==> src/rtl/sram_ctrl_pkg.sv <==
// Shared definitions for the SRAM bus-cycle sequencer: state encoding,
// counter/block widths and the block-select priority helper.
package sram_ctrl_pkg;

  localparam int WAIT_CNT_W = 4;
  localparam int NUM_BLOCKS = 4;

  // Bus-cycle phases, in the order a normal access walks through them.
  typedef enum logic [2:0] {
    IDLE    = 3'd0,
    SETUP   = 3'd1,
    ACCESS  = 3'd2,
    ACK     = 3'd3,
    RECOVER = 3'd4
  } state_e;

  // Keep only the lowest set bit: if the decoder ever raises more than one
  // block select, the lowest-numbered block wins.
  function automatic logic [NUM_BLOCKS-1:0] lowest_onehot(
    input logic [NUM_BLOCKS-1:0] sel
  );
    logic [NUM_BLOCKS-1:0] one;
    one = {{(NUM_BLOCKS-1){1'b0}}, 1'b1};
    return sel & (~sel + one);
  endfunction

endpackage

==> src/rtl/sram_cycle_controller.sv <==
// 68k-to-SRAM bus-cycle sequencer: latches a request from the block decoder,
// runs SETUP / ACCESS (fixed wait states) / ACK / RECOVER, and drives chip
// enables, OE/WE, byte lanes and DTACK. Every output comes straight from a flop.
module sram_cycle_controller
  import sram_ctrl_pkg::*;
#(
  parameter int WAIT_STATES = 1
) (
  input  logic                  Clock,
  input  logic                  Reset_L,
  input  logic                  AS_L,
  input  logic                  UDS_L,
  input  logic                  LDS_L,
  input  logic                  RW,
  input  logic [NUM_BLOCKS-1:0] Block_H,
  output logic [NUM_BLOCKS-1:0] SRam_CE_L,
  output logic                  SRam_OE_L,
  output logic                  SRam_WE_L,
  output logic                  SRam_UB_L,
  output logic                  SRam_LB_L,
  output logic                  Dtack_L,
  output logic                  Busy_H
);

  state_e                  state_q;
  logic [WAIT_CNT_W-1:0]   cnt_q;
  logic                    rw_q;
  logic [NUM_BLOCKS-1:0]   ce_l_q;
  logic                    oe_l_q;
  logic                    we_l_q;
  logic                    ub_l_q;
  logic                    lb_l_q;
  logic                    dtack_l_q;
  logic                    busy_q;

  logic                    req;
  logic [NUM_BLOCKS-1:0]   blk_sel;

  // A cycle starts only when the strobe, a block select and a data strobe coincide.
  assign req     = !AS_L && (|Block_H) && (!UDS_L || !LDS_L);
  assign blk_sel = lowest_onehot(Block_H);

  // Sequencer: state, wait counter, request latch and registered strobes.
  always_ff @(posedge Clock or negedge Reset_L) begin
    if (!Reset_L) begin
      state_q   <= IDLE;
      cnt_q     <= '0;
      rw_q      <= 1'b1;
      ce_l_q    <= '1;
      oe_l_q    <= 1'b1;
      we_l_q    <= 1'b1;
      ub_l_q    <= 1'b1;
      lb_l_q    <= 1'b1;
      dtack_l_q <= 1'b1;
      busy_q    <= 1'b0;
    end else begin
      case (state_q)
        IDLE: begin
          if (req) begin
            // The strobe registers double as the request latch: later changes
            // on Block_H / UDS_L / LDS_L / RW are never looked at again.
            state_q   <= SETUP;
            rw_q      <= RW;
            ce_l_q    <= ~blk_sel;
            oe_l_q    <= ~RW;
            we_l_q    <= 1'b1;
            ub_l_q    <= UDS_L;
            lb_l_q    <= LDS_L;
            dtack_l_q <= 1'b1;
            busy_q    <= 1'b1;
          end
        end

        SETUP: begin
          if (AS_L) begin
            state_q   <= RECOVER;
            ce_l_q    <= '1;
            oe_l_q    <= 1'b1;
            we_l_q    <= 1'b1;
            ub_l_q    <= 1'b1;
            lb_l_q    <= 1'b1;
            dtack_l_q <= 1'b1;
          end else begin
            state_q <= ACCESS;
            cnt_q   <= WAIT_CNT_W'(WAIT_STATES);
            // Address and CE have had a full cycle to settle; open WE now.
            we_l_q  <= rw_q;
          end
        end

        ACCESS: begin
          if (AS_L) begin
            // CPU gave up on the cycle: drop everything, never acknowledge.
            state_q   <= RECOVER;
            ce_l_q    <= '1;
            oe_l_q    <= 1'b1;
            we_l_q    <= 1'b1;
            ub_l_q    <= 1'b1;
            lb_l_q    <= 1'b1;
            dtack_l_q <= 1'b1;
          end else if (cnt_q == '0) begin
            // WE rises while CE stays low so the SRAM gets data hold time.
            state_q   <= ACK;
            we_l_q    <= 1'b1;
            dtack_l_q <= 1'b0;
          end else begin
            cnt_q <= cnt_q - 1'b1;
          end
        end

        ACK: begin
          if (AS_L) begin
            state_q   <= RECOVER;
            ce_l_q    <= '1;
            oe_l_q    <= 1'b1;
            we_l_q    <= 1'b1;
            ub_l_q    <= 1'b1;
            lb_l_q    <= 1'b1;
            dtack_l_q <= 1'b1;
          end
        end

        RECOVER: begin
          // One dead cycle; a request pending here is only seen from IDLE.
          state_q <= IDLE;
          busy_q  <= 1'b0;
        end

        default: begin
          state_q   <= IDLE;
          ce_l_q    <= '1;
          oe_l_q    <= 1'b1;
          we_l_q    <= 1'b1;
          ub_l_q    <= 1'b1;
          lb_l_q    <= 1'b1;
          dtack_l_q <= 1'b1;
          busy_q    <= 1'b0;
        end
      endcase
    end
  end

  assign SRam_CE_L = ce_l_q;
  assign SRam_OE_L = oe_l_q;
  assign SRam_WE_L = we_l_q;
  assign SRam_UB_L = ub_l_q;
  assign SRam_LB_L = lb_l_q;
  assign Dtack_L   = dtack_l_q;
  assign Busy_H    = busy_q;

endmodule

==> config.mk <==
export PLATFORM = sky130hd
export DESIGN_NAME = sram_cycle_controller
export DESIGN_NICKNAME = d
export VERILOG_FILES = /design/src/rtl/sram_ctrl_pkg.sv /design/src/rtl/sram_cycle_controller.sv
export SDC_FILE = /design/constraint.sdc
export NUM_CORES = 1
export LEC_CHECK = 0
export CORE_MARGIN = 2
export CORE_UTILIZATION = 50
export CTS_BUF_LIST = sky130_fd_sc_hd__clkbuf_16
export DETAILED_ROUTE_END_ITERATION = 10
export GPL_TIMING_DRIVEN = 0
export PLACE_DENSITY = 0.73
export SLEW_MARGIN = 20
export SYNTH_ARGS = -nofsm -noshare
export SYNTH_HDL_FRONTEND = slang
export SYNTH_SLANG_ARGS = --single-unit
==> constraint.sdc <==
create_clock -name Clock -period 2.1 [get_ports Clock]
set_input_delay 0.42 -clock Clock [delete_from_list [all_inputs] [get_ports Clock]]
set_output_delay 0.42 -clock Clock [all_outputs]
set_load 0.03 [all_outputs]
==> qor.csv <==
stage;metric;value;unit
logic_synthesis;mean post-synth cell area;10.2;µm²
global_route;met3 usage;5.83;%
clock_tree;PostCTS Resize Cnt;0;
layout;nets;136;
route;Avg WL per Cell;14.8;µm
floorplanning;die area;2440;µm²
route;DRC marker count from the first detailed-route iteration;18;
clock_tree;Root Driver;clkbuf_16;
route;Post-Route WL;2.22;mm
layout;fill count;180;
global_route;gr ovfl total;0;
clock_tree;Worst-path clk slew;50;ps
global_route;GR Util met2;36.7;%
global_route;Most Crowded Layer GR;met2;
layout;final non-filler cell total;150;
logic_synthesis;Yosys top cell area share;25.5;%
floorplanning;width of the die;49.4;µm
pwr;P_leak;0.551;nW
layout;end-of-flow core utilization;67.5;%
pwr;Comb pwr share;40.4;%
logic_synthesis;Synth Register Bits;18;
setup_path;CP Buf/Inv Count;1;
logic_synthesis;Cell variety after synth;41;
timing;Slew headroom;46.5;%
timing;final worst-path cycle share;90.0;%
layout;Area growth, synth to finish;28.4;%
floorplanning;row count;16;
logic_synthesis;Synth area leader;dfstp_2;
logic_synthesis;cell area after synthesis;1030;µm²
pwr;Power Total;1.64;mW
clock_tree;Post-CTS Setup Bufs;0;
floorplanning;starting density of the core;52.6;%
job;number of max-cap violations;0;
clock_tree;Post-CTS Hold Fix Bufs;0;
global_route;largest net degree at the start of global routing;19;
setup_path;largest fanout on the critical path;4;
timing;Slew Viols, Final;0;
pwr;Internal Power;1.05;mW
clock_tree;CTS buffer count;3;
pwr;sequential share of power;35.7;%
logic_synthesis;Top FF cell, synth;dfstp_2;
route;DRT Pass-1 Iters;4;
logic_synthesis;ys async rst share;100;%
run_status;outcome;finished clean;
layout;layout cells sized above 1;20.3;%
logic_synthesis;top-count cell post-synth;dfstp_2;
place;placed cell count;146;
floorplanning;Die Span Y;49.4;µm
pwr;Clock power frac;23.8;%
global_route;Total Routing Usage GR;21.0;%
setup_path;worst path cell trace;clkdlybuf4s50_1;
setup_path;Critical Path Max Stage Delay;670;ps
worst_hold_path;Hold Startpoint;Dtack_L$_DFFE_PN1P_;
floorplanning;IO Pins;20;
setup_path;CP Data Required Time;1680;ps
pwr;Pwr Density;1240;nW/µm²
setup_path;CP endpoint kind;primary output;
timing;f_max;529;MHz
route;antenna viol nets, final;0;
route;routed vias/inst;5.95;
logic_synthesis;top post-synthesis cells by area;dfstp_2 25%, dfrtp_1 19%, a211oi_1 4.4%;
timing;Final Critical Period;1890;ps
place;Port Buffer Count;18;
clock_tree;CTS tree;built;
global_route;met1 Use GR;25.2;%
logic_synthesis;Post-synth EDFFs;0;
worst_hold_path;Hold Path Class;reg2reg;
global_route;initial antenna violation count;0;
timing;Setup-failing EPs final;0;
floorplanning;total core area;1960;µm²
global_route;wire length of the first global-routing pass;3.92;mm
global_route;vias in the first global route;878;
setup_path;Top delay family on crit path;buffers and inverters;
timing;Hold WS;510;ps
timing;Clock Skews;2.71;ps
clock_tree;worst skew pair latency;250;ps
place;DP HPWL;1.53;mm
timing;RSZ-0062 raised after global routing;no;
timing;Slew @ Worst Pin;800;ps
logic_synthesis;Post-synth top cells;10 x dfstp_2, 8 x dfrtp_1;
logic_synthesis;Yosys Warn Count;0;
setup_path;worst r2r src;cnt_q[0]$_DFFE_PN0P_;
route;via count;893;
setup_path;Slowest-stage cell, CP;clkdlybuf4s50_1;
clock_tree;Max Root-Sink Buffers;2;
setup_path;CP startpoint;Dtack_L$_DFFE_PN1P_;
logic_synthesis;post-synthesis sequential area ratio;44.9;%
timing;final hold vios;0;
pwr;switching share of power;36.0;%
place;gp weighted congestion;0.774;
layout;ANT cells;0;
logic_synthesis;post-synthesis instance total;101;
logic_synthesis;Mapped Nets;113;
route;Residual DRC;0;
setup_path;Critical Path AT;1470;ps
clock_tree;H-Tree Depth;1;
setup_path;crit start category;flip-flop;
setup_path;CP Class;reg2out;
pwr;peak supply drop;0.000775;V
clock_tree;clk sink count;18;
pwr;net switching power;0.592;mW
## layout by cell type (no fill, tap or decap), drive strengths merged, types with 2 or more instances in the layout
| cell | instances |
|---|---|
| clkdlybuf4s50 | 18 |
| dfstp | 10 |
| dfrtp | 8 |
| nor3 | 7 |
| inv | 6 |
| nor2 | 6 |
| a211oi | 6 |
| buf | 5 |
| clkbuf | 5 |
| a2bb2oi | 4 |
| nand2 | 4 |
| a21oi | 3 |
| o21ai | 3 |
| mux2i | 2 |
| or2 | 2 |
| nor4 | 2 |
| o32a | 2 |
| nor3b | 2 |
| nor4b | 2 |
| nor2b | 2 |
| nand3 | 2 |
| a21o | 2 |
| o22a | 2 |
| ha | 2 |
## tightest hold or removal path, stage by stage (launching register included)
cell,delay (ps)
dfstp_2,380
nand2_1,50
a31oi_1,70
## path summary, 6_finish.rpt
path                                           to  slack, ps  cells after the start
max                                       Dtack_L        210                      1
min                           Dtack_L$_DFFE_PN1P_        510                      2
max reg2reg                 SRam_WE_L$_DFFE_PN1P_        380                      6
min reg2reg                   Dtack_L$_DFFE_PN1P_        510                      2
max in group asynchronous    cnt_q[2]$_DFFE_PN0P_        970                      1
min in group asynchronous  state_q[2]$_DFFE_PN0P_        630                      1
## sequential cells by signal, indices dropped and copies added (netlist names)
signal / cells
cnt_q: 4
SRam_OE_L: 1
SRam_UB_L: 1
SRam_CE_L: 4
SRam_LB_L: 1
state_q: 3
rw_q: 1
Dtack_L: 1
SRam_WE_L: 1
Busy_H: 1
## cells by family after synthesis
logic type,Yosys count,synth area share (%)
fa+ha+maj,2,2.43
mux,3,3.03
buf+inv,13,5.82
flops,18,44.9
simple gates,34,20.9
compound gates,31,22.9
## metrics by stage
step / area, µm² / worst slack, ps / setup TNS, ps
after CTS: 1320 / 206 / 0
final: 1320 / 211 / 0
after floorplan: 1030 / 512 / 0
after detailed placement: 1240 / -16.2 / -16.2
after global routing: 1320 / 162 / 0
after global placement: 1240 / 28.9 / 0
## power groups by stage
stage | clock network, mW | registers, mW | logic, mW
floorplan | 0 | 0.697 | 0.339
global placement | 0 | 0.586 | 0.654
detailed placement | 0 | 0.588 | 0.666
CTS | 0.395 | 0.589 | 0.668
global route | 0.407 | 0.609 | 0.729
finish | 0.392 | 0.588 | 0.665
## layout make-up
class	instances	area, µm²	share of cell area [%]
clock buffers	3	75.1	5.67
inverters	6	22.5	1.70
repair buffers	18	180	13.6
clock inverters	1	3.75	0.284
well taps	27	33.8	2.55
multi-input cells	70	508	38.4
flip-flops and latches	18	463	35.0
plain buffers	7	37.5	2.84
## layer usage
layer / vias to the layer above / share of wire, %
met5: - / 0
met4: 0 / 0.95
met3: 3 / 4.2
met2: 22 / 49
met1: 441 / 45
li1: 427 / -
No activity file was read; power rests on OpenSTA's default activity.
